`src/rtl/halt_ctl.sv`:
```
// Halt controller: counts retired instructions, drains after a halt retires, then strobes isHalt once.
// Latency: isHalt rises DRAIN_CYCLES+2 cycles after the halt retires (plus mem_busy hold cycles); forced halts strobe next cycle.
// Backpressure: mem_busy freezes drain progress; W_v outside RUN is ignored; watchdogs force a halt on stall/timeout.
module halt_ctl #(
  parameter int DRAIN_CYCLES = 4,
  parameter int STALL_LIMIT  = 1000,
  parameter int MAX_CYCLES   = 100000,
  parameter int CW           = 32
) (
  input  logic          clk,
  input  logic          reset,
  input  logic          W_v,
  input  logic          W_halt,
  input  logic          mem_busy,
  input  logic [CW-1:0] cycle,
  output logic          isHalt,
  output logic          halted,
  output logic [31:0]   retired,
  output logic          stall_err,
  output logic          timeout,
  output logic [1:0]    state
);

  localparam int IW = $clog2(STALL_LIMIT) + 1;
  localparam int DW = $clog2(DRAIN_CYCLES) + 1;

  localparam logic [1:0] S_RUN   = 2'd0;
  localparam logic [1:0] S_DRAIN = 2'd1;
  localparam logic [1:0] S_HALT  = 2'd2;
  localparam logic [1:0] S_DONE  = 2'd3;

  localparam logic [IW-1:0] IDLE_LAST  = IW'(STALL_LIMIT - 1);
  localparam logic [IW-1:0] IDLE_MAX   = IW'(STALL_LIMIT);
  localparam logic [DW-1:0] DRAIN_INIT = DW'(DRAIN_CYCLES);
  localparam logic [CW-1:0] CYC_LAST   = CW'(MAX_CYCLES - 1);

  logic [1:0]    state_q, state_d;
  logic [31:0]   retired_q, retired_d;
  logic [IW-1:0] idle_q, idle_d;
  logic [DW-1:0] drain_q, drain_d;
  logic          stall_err_q, stall_err_d;
  logic          timeout_q, timeout_d;

  // Event qualifiers shared by the next-state and counter logic.
  logic timeout_hit, halt_ret, stall_hit;
  assign timeout_hit = (cycle >= CYC_LAST);
  assign halt_ret    = W_v & W_halt;
  assign stall_hit   = ~W_v & (idle_q == IDLE_LAST);

  // State and counter registers; synchronous reset aborts any epoch without a strobe.
  always_ff @(posedge clk) begin
    if (reset) begin
      state_q     <= S_RUN;
      retired_q   <= '0;
      idle_q      <= '0;
      drain_q     <= '0;
      stall_err_q <= 1'b0;
      timeout_q   <= 1'b0;
    end else begin
      state_q     <= state_d;
      retired_q   <= retired_d;
      idle_q      <= idle_d;
      drain_q     <= drain_d;
      stall_err_q <= stall_err_d;
      timeout_q   <= timeout_d;
    end
  end

  // Next state: timeout beats a retiring halt, which beats the stall watchdog.
  always_comb begin
    state_d = state_q;
    case (state_q)
      S_RUN: begin
        if (timeout_hit)    state_d = S_HALT;
        else if (halt_ret)  state_d = S_DRAIN;
        else if (stall_hit) state_d = S_HALT;
      end
      S_DRAIN: begin
        if (timeout_hit)                         state_d = S_HALT;
        else if (!mem_busy && (drain_q == '0))   state_d = S_HALT;
      end
      S_HALT:  state_d = S_DONE;
      default: state_d = S_DONE;
    endcase
  end

  // Counters and sticky cause flags; only RUN counts retires, only DRAIN consumes the drain budget.
  always_comb begin
    retired_d   = retired_q;
    idle_d      = idle_q;
    drain_d     = drain_q;
    stall_err_d = stall_err_q;
    timeout_d   = timeout_q;
    case (state_q)
      S_RUN: begin
        if (W_v && (retired_q != 32'hFFFF_FFFF)) retired_d = retired_q + 32'd1;
        if (W_v)                    idle_d = '0;
        else if (idle_q != IDLE_MAX) idle_d = idle_q + 1'b1;
        if (timeout_hit)    timeout_d   = 1'b1;
        else if (halt_ret)  drain_d     = DRAIN_INIT;
        else if (stall_hit) stall_err_d = 1'b1;
      end
      S_DRAIN: begin
        if (timeout_hit) timeout_d = 1'b1;
        else if (!mem_busy && (drain_q != '0)) drain_d = drain_q - 1'b1;
      end
      default: ;
    endcase
  end

  // Outputs decoded purely from registers.
  always_comb begin
    isHalt    = (state_q == S_HALT);
    halted    = state_q[1];
    retired   = retired_q;
    stall_err = stall_err_q;
    timeout   = timeout_q;
    state     = state_q;
  end

endmodule

```
`config.mk`:
```
export PLATFORM = sky130hd
export DESIGN_NAME = halt_ctl
export DESIGN_NICKNAME = d
export VERILOG_FILES = /design/src/rtl/halt_ctl.sv
export SDC_FILE = /design/constraint.sdc
export NUM_CORES = 1
export LEC_CHECK = 0
export CORE_MARGIN = 2
export CORE_UTILIZATION = 48
export DETAILED_ROUTE_END_ITERATION = 10
export PLACE_DENSITY = 0.81
export SETUP_SLACK_MARGIN = 0.5
export SKIP_CTS_REPAIR_TIMING = 1
export SYNTH_ARGS = -nofsm -noshare
export SYNTH_HDL_FRONTEND = slang
export SYNTH_SLANG_ARGS = --single-unit
```
`constraint.sdc`:
```
create_clock -name clk -period 2.6 [get_ports clk]
set_input_delay 0.52 -clock clk [delete_from_list [all_inputs] [get_ports clk]]
set_output_delay 0.52 -clock clk [all_outputs]
set_load 0.005 [all_outputs]
```
==> summary.md, run 1 <==
| Metric | Value |
|---|---|
| Status | `complete, no violations` |
| # DRC | `0` |
| Crit. End Element | `flop` |
| Final Skew | `8.58 ps` |
| Fillers | `463` |
| Yosys cell types | `55` |
| Post-route ant nets | `0` |
| Synth top cells by count | `50 x dfxtp_1, 30 x nor2_1, 25 x nand2_1` |
| Area Overhead vs Synth | `36.0%` |
| Area taken by multi-input logic gates | `0.00162 mm²` |
| Count leader, synth | `dfxtp_1` |
| Worst r2r path cells | `5` |
| Worst setup path startpoint | `retired[15]` |
| Worst VDD drop | `0.000266 V` |
| Nets | `447` |
| Die H | `79.3 µm` |
| Max Transition Viols Final | `0` |
| Die span in x | `79.3 µm` |
| Fraction of registers with async set/reset | `0%` |
| Cell Area, Placed | `0.00355 mm²` |
| Largest net degree at the start of global routing | `22` |
| Core Area | `0.00551 mm²` |
| Die footprint | `0.00629 mm²` |
| Fin Setup TNS | `0 ps` |
| Ant. Diodes | `0` |
| Drt first-iter violations | `242` |
| IO Count | `75` |
| Sequential element share of the synthesized area | `36.8%` |
| Highest clock rate | `497 MHz` |
| FP Rows | `27` |
| Layout cells sized above 1 | `13.1%` |
| Total grt overflow | `0` |
| Register area | `0.00102 mm²` |
| Max-capacitance violation count | `0` |
| Relative slew margins | `70.1%` |
| H-tree Lvls | `2` |
| Leak Pwr | `0.00131 µW` |
| CTS tree | `done` |
| Setup-failing EPs final | `0` |
| Main flop type after synthesis | `dfxtp_1` |
| Initial antenna violation count | `0` |
| Area leader, netlist | `dfxtp_1` |
| Vias | `2796` |
| Pwr/cell area | `377 mW/mm²` |
| Wire length per cell | `14.2 µm` |
| RR Startpoint | `retired[15]` |
| Vias in the first global route | `2608` |
| Final Hold Fails | `0` |
| Synth warn | `0` |
| Post-synth EDFFs | `0` |
| First-pass GRT wire length | `11.6 mm` |
| Post-Syn Instances | `327` |
| Fin area | `0.00370 mm²` |
| Root buffer cell | `clkbuf_8` |
| Post-Syn Area | `0.00272 mm²` |
| Worst EP arrival | `2260 ps` |
| Critical Path RT | `2850 ps` |
| Period utilization | `77.4%` |
| Hold Crit Start | `timeout` |
| CP Max Fanout | `7` |
| Initial Util | `49.4%` |
| Critical path class | `flop to flop` |
| Worst slew pin tran | `444 ps` |
| WL final | `6.78 mm` |
| # port buffers | `74` |
| Unrepaired setup endpoints after global routing | `false` |
| Post-DP HPWL | `5.03 mm` |
| Mapped Nets | `369` |
| Worst-skew pair later-pin latency | `320 ps` |
| CTS sink count | `50` |
| Synth area leaders | `dfxtp_1 37%, a21oi_1 4.4%, nor2_1 4.1%, o21ai_0 4.0%, or3_1 3.9%` |
| Total CTS buffers | `5` |
| Hold Path Class | `flop to flop` |
| Clk buf depth | `2` |
| Gpl congestion | `0.810` |
| Syn Area/Cell | `8.32 µm²` |
| Share of Yosys cell area claimed by the top area cell type | `36.8%` |
| Worst setup SP type | `flop` |
| Hold Path Depth | `1` |
| Gr usage total | `22.6%` |
| Synth Register Bits | `50` |
| Fin crit period | `2010 ps` |
| Drt pass-1 iters | `4` |
| Worst-path clk slew | `100 ps` |
| Via density | `5.85` |
## stage by stage
stage	total power (µW)	util [%]	hold slack, ps	worst slack, ps	instances
global route	1440	67.2	521	444	478
finish	1400	67.2	472	587	478
floorplan	847	-	454	644	327
CTS	1410	66.2	478	369	476
global placement	925	64.4	449	96.2	468
detailed placement	929	64.4	455	75.4	468
## sequential cells by signal (all words and copies together) (netlist names)
name,flops
retired,32
idle_q,11
drain_q,3
state,2
stall_err,1
timeout,1
## worst paths after layout
kind                 end  slack [ps]
min              timeout         470
max          retired[26]         590
max reg2reg  retired[26]         590
min reg2reg      timeout         470
## metal layers
layer	vias to the layer above	GRT usage (%)	wire length, µm
li1	1377	-	-
met1	1308	26.8	2830
met2	102	40.6	3410
met3	9	5.57	466
met4	0	6.21	68
met5	-	0	0
## cell usage in the layout, fill, tap and decap left out, types with 13 or more instances in the layout
| master | instances |
|---|---|
| clkdlybuf4s50_1 | 73 |
| dfxtp_1 | 41 |
| nor2_1 | 30 |
| nand2_1 | 25 |
| a21oi_1 | 24 |
| o21ai_0 | 22 |
| nand3_1 | 20 |
| or3_1 | 17 |
| nand4_1 | 14 |
| buf_4 | 13 |
## cell type report
type                    instances  share of cell area (%)
clock buffers                   5                    1.86
flip-flops and latches         50                    27.6
clock inverters                 3                   0.778
well taps                      72                    2.43
repair buffers                 87                    22.7
inverters                       9                   0.913
multi-input cells             252                    43.7
## worst max-delay path, cell delays in order (launching register included)
cell and delay (ps):
dfxtp_1 440, and4_2 360, nand4_4 130, or4b_4 560, or3_1 330, a21oi_1 140
## kinds of logic (layout without fill, tap and decap cells)
family                   count (synthesis)  in the layout  synth area share [%]
AND/OR/NAND/NOR                        160            160                  34.7
AO/OA/AOI/OAI                           71             71                  16.2
flip-flops                              50             50                  36.8
buffers and inverters                   25            104                  4.46
XOR/XNOR                                10             10                  3.22
multiplexers                             6              6                  2.34
adder cells (fa/ha/maj)                  5              5                  2.30
## power breakdown
part | internal, µW | switching (µW)
combinational | 78.7 | 50.5
clock | 202 | 285
sequential | 770 | 10.2
Power figures use the tool's default switching activity.
==> run 2, diff against run 1 <==
--- a/config.mk
+++ b/config.mk
@@ -6,9 +6,9 @@
 export NUM_CORES = 1
 export LEC_CHECK = 0
 export CORE_MARGIN = 2
-export CORE_UTILIZATION = 48
+export CORE_UTILIZATION = 44
 export DETAILED_ROUTE_END_ITERATION = 10
-export PLACE_DENSITY = 0.81
+export PLACE_DENSITY = 0.78
 export SETUP_SLACK_MARGIN = 0.5
 export SKIP_CTS_REPAIR_TIMING = 1
 export SYNTH_ARGS = -nofsm -noshare
==> constraint.sdc (replaced) <==
create_clock -name clk -period 1.6 [get_ports clk]
set_input_delay 0.32 -clock clk [delete_from_list [all_inputs] [get_ports clk]]
set_output_delay 0.32 -clock clk [all_outputs]
set_load 0.005 [all_outputs]
==> summary.md, run 2 (synthesized netlist as in run 1, its figures left out) <==
| Metric | Value |
|---|---|
| Status | `finished with violations` |
| Failing checks | `negative setup slack` |
| Hold Path Depth | `1 (unchanged)` |
| Fin Setup TNS | `-7300 ps (-7300 ps)` |
| M1 wire length | `4.52 mm (+59%)` |
| H-tree Lvls | `2 (unchanged)` |
| Worst setup margin | `-409 ps (-996 ps)` |
| Core Area | `0.00596 mm² (+8.2%)` |
| Power share of the clock group | `32.2% (-2.7 points)` |
| Final Hold Fails | `0 (unchanged)` |
| First-pass GRT wire length | `13.2 mm (+14%)` |
| Post-route ant nets | `0 (unchanged)` |
| Critical path class | `flop to flop` |
| Layout cells sized above 1 | `57.7% (+45 points)` |
| Crit. End Element | `flop` |
| Initial Util | `45.7% (-3.7 points)` |
| Highest clock rate | `498 MHz (+0.18%)` |
| Die H | `82.6 µm (+4.2%)` |
| Worst-path clk slew | `90 ps (about the same)` |
| Max Transition Viols Final | `0 (unchanged)` |
| Worst setup SP type | `flop` |
| Period utilization | `126% (+48 points)` |
| Worst r2r path cells | `7 (+2)` |
| Final Skew | `17.8 ps (+9.25 ps)` |
| Die span in x | `82.6 µm (+4.2%)` |
| Post-DP HPWL | `6.17 mm (+23%)` |
| Gr usage total | `24.2% (+1.6 points)` |
| Gpl congestion | `0.889 (+9.8%)` |
| Initial antenna violation count | `0 (unchanged)` |
| Combinational Power Share | `14.8% (+5.5 points)` |
| Relative slew margins | `69.0% (-1.2 points)` |
| Nets | `546 (+22%)` |
| Hold Path Class | `flop to flop` |
| Placed insts | `537 (+15%)` |
| CTS sink count | `50 (unchanged)` |
| Largest net degree at the start of global routing | `26 (+18%)` |
| FP Rows | `28 (+3.7%)` |
| Switch share | `26.7% (+1.9 points)` |
| Area Overhead vs Synth | `91.6%` |
| Total CTS buffers | `5 (unchanged)` |
| DR WL met2 | `6.39 mm (+88%)` |
| IO Count | `75 (unchanged)` |
| Leak Pwr | `0.00225 µW (+71%)` |
| CP Max Fanout | `7 (unchanged)` |
| Highest Signal Layer | `met4` |
| Unrepaired setup endpoints after global routing | `true` |
| Worst VDD drop | `0.000846 V (+220%)` |
| Fin crit period | `2010 ps (-3.63 ps)` |
| Critical Path RT | `1800 ps (-1050 ps)` |
| Total grt overflow | `0 (unchanged)` |
| Vias | `3734 (+34%)` |
| Switching power total | `636 µW (+84%)` |
| Most common cell after layout, fill and taps aside | `buf_6` |
| Die footprint | `0.00683 mm² (+8.6%)` |
| Worst-skew pair later-pin latency | `320 ps (about the same)` |
| CTS tree | `done` |
| WL final | `12.9 mm (+90%)` |
| Seq pwr share | `53.1% (-2.8 points)` |
| R2R Setup Slk | `-410 ps (-1000 ps)` |
| # DRC | `0 (unchanged)` |
| Root buffer cell | `clkbuf_8` |
| Post-Layout Cell Count | `579 (+21%)` |
| Largest register FFs | `32 (unchanged)` |
| Post-layout util | `87.6% (+20 points)` |
| Max-capacitance violation count | `0 (unchanged)` |
| Wire length per cell | `22.2 µm (+57%)` |
| Clk buf depth | `2 (unchanged)` |
| Worst slew pin tran | `462 ps (+18.3 ps)` |
| Worst EP arrival | `2210 ps (-50 ps)` |
| Int Power | `1740 µW (+66%)` |
| Most frequent cells in the layout | `82 x buf_6, 59 x buf_4, 38 x dfxtp_2` |
| Met3 routed wirelength | `1.10 mm (+140%)` |
| Drt pass-1 iters | `5 (+1)` |
| Setup-failing EPs final | `31 (+31)` |
| Drt first-iter violations | `282 (+17%)` |
| # port buffers | `74 (unchanged)` |
| Final hold slack | `511 ps (+38.8 ps)` |
| Vias in the first global route | `3042 (+17%)` |
| Ant. Diodes | `0 (unchanged)` |
| Via density | `6.45 (+10%)` |
| Pwr/cell area | `456 mW/mm² (+21%)` |
run 2: cell count changes in the layout (fill, tap and decap cells not counted), sizes merged, moves of 2 or more:
cell           delta
inv               -2
buf             +132
clkbuf           +13
clkdlybuf4s50    -68
dlymetal6s2s     +23
run 2: path summary, 6_finish.rpt:
path / from / endpoint
setup / recovery: retired[1] / retired[21]
hold / removal: timeout / timeout
setup reg to reg: retired[1] / retired[21]
hold reg to reg: timeout / timeout
run 2: power by group through the flow:
stage | sequential, µW | combinational, µW | clock (µW)
final | 1260 | 351 | 765
after global routing | 1260 | 367 | 803
after CTS | 1260 | 266 | 724
after detailed placement | 1290 | 266 | 0
after global placement | 1290 | 258 | 0
after floorplan | 1290 | 102 | 0
run 2: layout make-up:
cell class              instances  area (µm²)
multi-input cells             253        2100
repair buffers                185        1850
flip-flops and latches         50        1060
fillers                       277         741
well taps                      75        93.8
clock buffers                   7        76.3
inverters                       9        36.3
run 2: critical path: stages (launching register included):
cell,delay (ps)
dfxtp_2,380
ha_4,140
and2_4,200
nand3_4,100
nor4_4,470
buf_6,210
nor4_4,60
mux2_4,320
run 2: stage by stage:
| stage | total power (µW) | setup slack, ps | area (µm²) |
|---|---|---|---|
| floorplan | 1390 | -286 | 2850 |
| global placement | 1550 | -613 | 4160 |
| detailed placement | 1560 | -657 | 4160 |
| CTS | 2250 | -363 | 4240 |
| global route | 2430 | -462 | 5220 |
| finish | 2380 | -409 | 5220 |
run 2: layer usage:
layer | up-vias | GRT usage [%]
met5 | - | 0
met4 | 0 | 7.05
met3 | 103 | 4.02
met2 | 280 | 44.3
met1 | 1767 | 28.9
li1 | 1584 | -
